`src/rtl/acc_sample_fifo_if.sv`:
```
// Readout-side bundle of acc_sample_fifo: head sample, handshake and status flags.
// master = FIFO side (drives data/status), slave = consumer side (drives Dready).
interface acc_sample_fifo_if #(
  parameter int WIDTH = 12,
  parameter int DEPTH = 4
);
  logic [WIDTH-1:0]          Dout;
  logic                      Dvalid;
  logic                      Dready;
  logic [$clog2(DEPTH):0]    Count;
  logic                      Full;
  logic                      Empty;
  logic                      Ovf;

  modport master (
    output Dout, Dvalid, Count, Full, Empty, Ovf,
    input  Dready
  );

  modport slave (
    input  Dout, Dvalid, Count, Full, Empty, Ovf,
    output Dready
  );
endinterface

```
`src/rtl/acc_sample_fifo.sv`:
```
// Decimates the accumulator output every PERIOD enabled cycles into a FWFT FIFO with sticky overflow.
// Define ACC_SAMPLE_DELTA_EN to push the difference from the previous sample instead of the raw value.
module acc_sample_fifo #(
  parameter int WIDTH  = 12,
  parameter int DEPTH  = 4,
  parameter int PERIOD = 8
) (
  input  logic             CLK,
  input  logic             RST,
  input  logic             Ce,
  input  logic [WIDTH-1:0] Din,
  input  logic             Clr,
  acc_sample_fifo_if.master rd
);

  localparam int PW   = $clog2(DEPTH);
  localparam int NW   = PW + 1;
  localparam int CW   = (PERIOD > 1) ? $clog2(PERIOD) : 1;
  localparam logic [CW-1:0] LAST    = CW'(PERIOD - 1);
  localparam logic [NW-1:0] DEPTH_C = NW'(DEPTH);

  logic [CW-1:0]    cnt_q, cnt_d;
  logic [PW-1:0]    wr_ptr_q, wr_ptr_d;
  logic [PW-1:0]    rd_ptr_q, rd_ptr_d;
  logic [NW-1:0]    count_q, count_d;
  logic             ovf_q, ovf_d;
  logic [WIDTH-1:0] mem_q [DEPTH];
  logic [WIDTH-1:0] mem_d [DEPTH];

  logic             sample;
  logic             pop;
  logic             full;
  logic             push_ok;
  logic             drop;
  logic [WIDTH-1:0] push_val;

  assign sample  = Ce && (cnt_q == LAST);
  assign full    = (count_q == DEPTH_C);
  assign pop     = (count_q != '0) && rd.Dready;
  // A pop on the same edge frees the slot, so a full FIFO still accepts the sample.
  assign push_ok = sample && (!full || pop);
  assign drop    = sample && full && !pop;

`ifdef ACC_SAMPLE_DELTA_EN
  logic [WIDTH-1:0] prev_q, prev_d;

  assign push_val = Din - prev_q;

  always_comb begin
    prev_d = prev_q;
    if (Clr)         prev_d = '0;
    else if (sample) prev_d = Din;
  end

  always_ff @(posedge CLK or negedge RST) begin
    if (!RST) prev_q <= '0;
    else      prev_q <= prev_d;
  end
`else
  assign push_val = Din;
`endif

  always_comb begin
    cnt_d    = cnt_q;
    wr_ptr_d = wr_ptr_q;
    rd_ptr_d = rd_ptr_q;
    count_d  = count_q;
    ovf_d    = ovf_q;
    mem_d    = mem_q;
    if (Clr) begin
      cnt_d    = '0;
      wr_ptr_d = '0;
      rd_ptr_d = '0;
      count_d  = '0;
      ovf_d    = 1'b0;
    end else begin
      if (Ce) cnt_d = sample ? '0 : cnt_q + 1'b1;
      if (pop) rd_ptr_d = rd_ptr_q + 1'b1;
      if (push_ok) begin
        mem_d[wr_ptr_q] = push_val;
        wr_ptr_d        = wr_ptr_q + 1'b1;
      end
      if (drop) ovf_d = 1'b1;
      case ({push_ok, pop})
        2'b10:   count_d = count_q + 1'b1;
        2'b01:   count_d = count_q - 1'b1;
        default: count_d = count_q;
      endcase
    end
  end

  always_ff @(posedge CLK or negedge RST) begin
    if (!RST) begin
      cnt_q    <= '0;
      wr_ptr_q <= '0;
      rd_ptr_q <= '0;
      count_q  <= '0;
      ovf_q    <= 1'b0;
      for (int unsigned i = 0; i < DEPTH; i++) mem_q[i] <= '0;
    end else begin
      cnt_q    <= cnt_d;
      wr_ptr_q <= wr_ptr_d;
      rd_ptr_q <= rd_ptr_d;
      count_q  <= count_d;
      ovf_q    <= ovf_d;
      mem_q    <= mem_d;
    end
  end

  assign rd.Dvalid = (count_q != '0);
  assign rd.Dout   = (count_q != '0) ? mem_q[rd_ptr_q] : '0;
  assign rd.Count  = count_q;
  assign rd.Full   = full;
  assign rd.Empty  = (count_q == '0);
  assign rd.Ovf    = ovf_q;

endmodule

```
`src/flat_wrapper.sv`:
```
// flat-port wrapper written by rule: the top's interface ports become plain ports
module acc_sample_fifo_flat 
#(
  parameter int WIDTH  = 12,
  parameter int DEPTH  = 4,
  parameter int PERIOD = 8
)
  (CLK, RST, Ce, Din, Clr, rd_Dout, rd_Dvalid, rd_Count, rd_Full, rd_Empty, rd_Ovf, rd_Dready);
  acc_sample_fifo_if #(.WIDTH(WIDTH), .DEPTH(DEPTH)) rd_i ();
  input  logic CLK;
  input  logic RST;
  input  logic Ce;
  input  logic [WIDTH-1:0] Din;
  input  logic Clr;
  output wire logic [$bits(rd_i.Dout)-1:0] rd_Dout;
  output wire logic [$bits(rd_i.Dvalid)-1:0] rd_Dvalid;
  output wire logic [$bits(rd_i.Count)-1:0] rd_Count;
  output wire logic [$bits(rd_i.Full)-1:0] rd_Full;
  output wire logic [$bits(rd_i.Empty)-1:0] rd_Empty;
  output wire logic [$bits(rd_i.Ovf)-1:0] rd_Ovf;
  input wire logic [$bits(rd_i.Dready)-1:0] rd_Dready;
  assign rd_Dout = rd_i.Dout;
  assign rd_Dvalid = rd_i.Dvalid;
  assign rd_Count = rd_i.Count;
  assign rd_Full = rd_i.Full;
  assign rd_Empty = rd_i.Empty;
  assign rd_Ovf = rd_i.Ovf;
  assign rd_i.Dready = rd_Dready;
  acc_sample_fifo #(.WIDTH(WIDTH), .DEPTH(DEPTH), .PERIOD(PERIOD)) u_core (.CLK(CLK), .RST(RST), .Ce(Ce), .Din(Din), .Clr(Clr), .rd(rd_i));
endmodule
```
`config.mk`:
```
export PLATFORM = sky130hd
export DESIGN_NAME = acc_sample_fifo_flat
export DESIGN_NICKNAME = d
export VERILOG_FILES = /design/src/rtl/acc_sample_fifo_if.sv /design/src/rtl/acc_sample_fifo.sv /design/src/flat_wrapper.sv
export SDC_FILE = /design/constraint.sdc
export NUM_CORES = 1
export LEC_CHECK = 0
export CAP_MARGIN = 5
export CORE_MARGIN = 2
export CORE_UTILIZATION = 30
export CTS_CLUSTER_SIZE = 12
export DETAILED_ROUTE_END_ITERATION = 7
export HOLD_SLACK_MARGIN = 0.06
export PLACE_DENSITY = 0.55
export SLEW_MARGIN = 15
export SYNTH_ARGS = -nofsm -noshare
export SYNTH_HDL_FRONTEND = slang
export SYNTH_SLANG_ARGS = --single-unit
```
`constraint.sdc`:
```
create_clock -name CLK -period 2.9 [get_ports CLK]
set_clock_uncertainty 0.2 [all_clocks]
set_input_delay 0.29 -clock CLK [delete_from_list [all_inputs] [get_ports CLK]]
set_output_delay 0.29 -clock CLK [all_outputs]
set_load 0.01 [all_outputs]
```
==> metrics <==
Int Pwr 1.35 mW; post-synthesis compound-gate area fraction 2.67%; diodes inserted 0; clock tree sinks 59; critical path arrival 2190 ps; cell with the most instances after synthesis dfrtp_1; Via density 4.56; Ports 36; Max-Slew Margin vs Limit 49.4%; Area Overhead vs Synth 27.1%; flops & latches, synth 59; Post-Syn Instances 203; post-synthesis cell area 2860 um2; CP endpoint kind primary output; kind of critical path register to primary output; M3 GR Usage 4.69%; top cell type's share of synthesized area 51.6%; first-pass GRT wire length 9450 um; fin crit period 2680 ps; post-synthesis cell type count 30; post-synthesis xor/xnor area fraction 1.53%; final slew viol count 0; CTS tree built; simple-gate portion of the synthesized area 8.09%; Hold Vio Cnt, Final 0; detailed placement HPWL 3710 um; vias in the first global route 1795; die span in x 102 um; DIE HEIGHT 102 um; worst hold slack 305 ps; Worst-Skew Late Latency 320 ps; part of the cycle the worst path needs 92.5%; layout cells sized above 1 35.7%; buffer count from post-CTS setup fixing 0; Area after DPL 3430 um2; drt first-iter violations 66; Max Cap Viol 0; Root Buffer clkbuf_8; Leakage Power 1.64 nW; maximum clock rate 373 MHz; min-delay worst type register to register; final net count 271; switching power 0.339 mW; Finished Core Util 39.4%; Ys Warns 0; FFs w/ async S/R, synth 100%; PortBufs 35; synth cell count leaders dfrtp_1 (59), mux2_2 (49), and2_1 (13), mux4_2 (12), nor2_1 (11); total CTS buffers 9; synth top area cells dfrtp_1 (52%), mux2_2 (19%), mux4_2 (9.4%); 1st-pass router iterations 4; Avg Inst Size Synth 14.1 um2; Core Area 9240 um2; slew of the pin with the lowest slew margin 759 ps; Switching Share 20.1%; Comb power frac 3.9%; Critical Path Start Type register; Die ar. 10300 um2; Main synth FF type dfrtp_1; Net Count, Synth 227; RSZ-0062 raised after global routing false; Max VDD drop 0.239 mV; Crit Path Max Fanout 14; wire per inst 15.1 um; main combinational cell family by area after synthesis multiplexers; GRT Util Overall 12.3%; GR Util met2 19.2%; final setup fails 0; Initial Util 31.0%; GRT Max-Usage Layer met2; via count 1725; maximum clock path buffer count 2; post-route ant nets 0; Post-synth EDFFs 0; GPL Wtd Cong 0.719; WL final 5710 um; FP Rows 35; Pwr Density 463 nW/um2; post-synthesis adder-cell area fraction 3.32%; drt drc 0; Worst-path clk slew 60 ps; status completed; Design Area, Final 3640 um2; antenna violations before repair 0; largest area contributor in the synthesized netlist dfrtp_1; setup ws final 218 ps; multiplexer area fraction after synthesis 29.8%; register area share after synthesis 51.6%; met1 Use GR 16.0%; Req. time, crit path 2410 ps; Overflow after GRT 0; Clock Power Share 47.0%; largest net degree at the start of global routing 60; Worst Setup Slack post-DPL 256 ps; # H-tree levels 3; sequential power share 49.2%; Setup TNS 0 ps
==> registers in the layout, summed over array words and instances (netlist names) <==
name	flops
u_core.rd.Count	3
u_core.rd.Ovf	1
u_core.rd_ptr_q	2
u_core.mem_q	48
u_core.wr_ptr_q	2
u_core.cnt_q	3
==> cells by family after synthesis <==
logic type	after synthesis
AO/OA/AOI/OAI	9
XOR/XNOR	5
adder cells (fa/ha/maj)	7
buffers and inverters	17
flip-flops	59
multiplexers	64
AND/OR/NAND/NOR	42
==> power by group through the flow <==
stage | Combinational [mW] | Sequential (mW) | Clock [mW]
after CTS | 0.0675 | 0.829 | 0.823
after global placement | 0.0662 | 0.844 | 0
after floorplan | 0.0140 | 0.844 | 0
final | 0.0649 | 0.829 | 0.792
after detailed placement | 0.0664 | 0.844 | 0
after global routing | 0.0740 | 0.828 | 0.861
==> final cells by class <==
type / instances / area (um2)
fill: 892 / 5600
clock buffer: 10 / 138
multi-input combinational: 127 / 1320
clock inverter: 3 / 65.1
tap: 129 / 161
sequential: 59 / 1480
inverter: 5 / 18.8
timing repair buffer: 45 / 460
==> per-layer routing <==
layer | vias up | wire length [um]
met2 | 38 | 2730
met3 | 8 | 224
met4 | 0 | 65
met1 | 876 | 2690
met5 | - | 0
li1 | 803 | -
==> cell usage in the layout (no fill, tap or decap) <==
cell,synthesis,layout
buf_12,0,3
buf_2,1,1
fa_1,1,1
nor3_1,1,1
nand2_1,3,3
clkinv_2,0,1
inv_1,5,5
or3_1,1,1
o31a_1,1,1
a31oi_1,2,2
o41ai_4,1,1
nand4b_1,1,1
bufinv_16,0,2
nand2b_1,2,2
buf_4,4,6
nor2b_1,4,4
nor3b_2,0,4
mux2i_1,3,3
a21oi_1,3,3
and2_1,13,13
xor2_1,2,2
o31ai_1,1,1
dfrtp_1,59,59
o21ai_0,1,1
dlygate4sd3_1,0,1
nor2_1,11,11
clkdlybuf4s50_1,0,34
mux2_2,49,49
ha_1,6,6
nand3_1,2,2
clkbuf_8,0,10
mux4_2,12,12
xnor2_1,3,3
==> metrics by stage <==
| step | power (mW) | cells |
|---|---|---|
| floorplan | 0.858 | 203 |
| global placement | 0.910 | 364 |
| detailed placement | 0.910 | 364 |
| CTS | 1.72 | 378 |
| global route | 1.76 | 378 |
| finish | 1.69 | 378 |
==> worst max-delay path, stage by stage (launching register included) <==
cell and delay (ps):
dfrtp_1 330, buf_4 300, mux4_2 570, and2_1 180, clkdlybuf4s50_1 470
==> final timing paths <==
kind | from | end | slack, ps | cells past startpoint
max in group asynchronous | RST | u_core.rd.Count[1]$_DFFE_PN0P_ | 1550 | 3
max reg2reg | u_core.cnt_q[0]$_DFFE_PN0P_ | u_core.mem_q[9]$_DFFE_PN0P_ | 470 | 7
min reg2reg | u_core.mem_q[37]$_DFFE_PN0P_ | u_core.mem_q[37]$_DFFE_PN0P_ | 300 | 1
max | u_core.rd_ptr_q[0]$_DFFE_PN0P_ | rd_Dout[10] | 220 | 4
min | u_core.mem_q[37]$_DFFE_PN0P_ | u_core.mem_q[37]$_DFFE_PN0P_ | 300 | 1
min in group asynchronous | RST | u_core.mem_q[16]$_DFFE_PN0P_ | 440 | 3
==> what timing repair did <==
item / 4_1_cts / 5_1_grt
hold endpoints to repair: 59 / 0
gates resized for setup: 0 / 0
endpoints found under the setup margin: 0 / 0
hold buffers: 1 / 0
Power figures use the tool's default switching activity.
==> RTL edit, RTL diff (same flow settings) <==
The option `ACC_SAMPLE_DELTA_EN` is turned on by a define.
--- a/src/rtl/acc_sample_fifo.sv
+++ b/src/rtl/acc_sample_fifo.sv
@@ -1,4 +1,6 @@
 // Decimates the accumulator output every PERIOD enabled cycles into a FWFT FIFO with sticky overflow.
 // Define ACC_SAMPLE_DELTA_EN to push the difference from the previous sample instead of the raw value.
+`define ACC_SAMPLE_DELTA_EN
+
 module acc_sample_fifo #(
   parameter int WIDTH  = 12,
Function: no difference found for any inputs over 10 cycles, from zero or initial values and one cycle with RST low; that may be too few to reach the edited logic, so the function may still have changed.
==> RTL edit against the unedited design <==
  * Cell area up 38%
  * Setup slack worse by 0.041 ns
  * Total power up 41%
  * Non-clock buffer count up 5
  * Synthesized cell count up 100%
  * First-iteration DRC count up 65%
  * Wire length up 58%
  * Sequential share of layout area down 5.1 points
  * Synthesized area up 45%
  * Sequential cell count up 12
  * Largest cell class is now multi-input gates
  * Highest routed layer unchanged
==> RTL edit: results (changes against the unedited design) <==
XOR/XNOR share of the synthesized area: 0.0253 (+0.0100)
CTS root buffer: clkbuf_16
Peak supply drop: 0.198 mV (-17%)
Mux cell area share after synthesis: 0.125 (-0.172)
Clk_lat worst skew: 0.34 ns (+0.02 ns)
FF-to-FF End: u_core.mem_q[35]
Worst Tran Pin Value: 0.933 ns (+0.174 ns)
Synth area leaders: dfrtp_1 (43%), mux4_2 (6.5%), nand2_1 (5.9%)
Synth top cells by count: dfrtp_1 (71), nand2_1 (65), a21oi_1 (26), nor2_1 (26), o21ai_0 (23)
Max FO, Critical Path: 12 (-2)
Syn Nets: 445 (+96%)
Worst reg2reg setup slack: 0.40 ns (-0.07 ns)
Pin count of the biggest net entering global routing: 72 (+20%)
Cells after DPL: 608 (+67%)
RR Startpoint: u_core.rd.Count[1]
Hpwl dp: 6410 um (+73%)
Vias in the first global route: 2926 (+63%)
GPL Wtd Cong: 0.744 (+3.5%)
Syn_area_per_cell: 10.1 um2 (-28%)
Seq/Total Area, Yosys: 0.428 (-0.0874)
Lkg Pwr: 2.11 nW (+29%)
Share of layout cells above drive strength 1: 0.163 (-0.195)
First-pass GRT wire length: 15500 um (+64%)
Wirelength, routed: 9040 um (+58%)
Compound-cell area share of the yosys netlist: 0.136 (+0.110)
Hold endpoint: u_core.mem_q[36]
Starting DRC count in detailed routing: 109 (+65%)
Post-Layout Cell Count: 625 (+65%)
Status: complete, no violations
Gr usage total: 0.135 (+0.0121)
R2R cell count: 5 (-2)
Fin nets: 480 (+77%)
DR vias: 3001 (+74%)
Min-delay src: u_core.mem_q[36]
==> RTL edit: cell count changes after synthesis, sizes merged, moves of 8 or more <==
| cell | unedited run | this run |
|---|---|---|
| nor2 | 11 | 26 |
| mux2 | 49 | 16 |
| o31ai | 1 | 9 |
| dfrtp | 59 | 71 |
| ha | 6 | 17 |
| o21ai | 1 | 23 |
| inv | 5 | 17 |
| nor3 | 1 | 9 |
| nand2 | 3 | 69 |
| clkbuf | 5 | 13 |
| a21oi | 3 | 27 |
==> RTL edit: power by group through the flow <==
stage	combinational [W]	sequential (W)	clock, W
global placement	0.000163	0.00101	0
detailed placement	0.000166	0.00101	0
global route	0.000186	0.000995	0.00129
finish	0.000165	0.000995	0.00121
floorplan	0.0000867	0.00101	0
CTS	0.000167	0.000995	0.00125
==> RTL edit: layout make-up <==
class,instances,area [um2]
clock inverter,5,80.1
multi-input combinational,295,2160
inverter,17,63.8
fill,1363,8330
clock buffer,11,253
sequential,71,1780
timing repair buffer,50,460
tap,176,220
==> RTL edit: critical path: cells and delay by family, from the launching register on <==
family                 cells  cell delay [ns]
DFF                        1             0.38
muxes                      1             0.56
and+or+nand+nor            1             0.18
buffers and inverters      2             0.76
==> RTL edit: worst max-delay path by stage <==
stage | from | endpoint | slack (ns) | depth (start not counted)
2_1_floorplan | u_core.cnt_q[0] | u_core.rd.Count[2] | 0.10 | 12
3_3_place_gp | Din[0] | u_core.mem_q[20] | -0.04 | 9
3_5_place_dp | Din[0] | u_core.mem_q[44] | -0.09 | 9
4_1_cts | u_core.rd_ptr_q[0] | rd_Dout[10] | 0.15 | 4
5_1_grt | u_core.rd_ptr_q[0] | rd_Dout[10] | 0.09 | 4
6_report | u_core.rd_ptr_q[0] | rd_Dout[10] | 0.18 | 4
==> RTL edit: per-stage QoR <==
stage,area (um2),TNS [ns],util,worst slack [ns],hold WS (ns)
finish,5010,0,0.376,0.177,0.277
detailed placement,4670,-0.368,0.350,-0.0879,0.268
global placement,4670,-0.150,0.350,-0.0377,0.257
CTS,5010,0,0.376,0.146,0.281
floorplan,4150,0,-,0.104,-0.206
global route,5010,0,0.376,0.0889,0.301
==> RTL edit: logic make-up after synthesis <==
logic type | after synthesis
simple gates | 146
compound gates | 89
flops | 71
buf+inv | 43
mux | 29
fa+ha+maj | 19
xor+xnor | 12
==> RTL edit: per-layer routing <==
| layer | global-route usage | vias to the layer above | routed length, um |
|---|---|---|---|
| met2 | 0.197 | 48 | 3940 |
| met4 | 0.0453 | 0 | 125 |
| li1 | - | 1495 | - |
| met3 | 0.0337 | 8 | 393 |
| met5 | 0 | - | 0 |
| met1 | 0.197 | 1450 | 4590 |
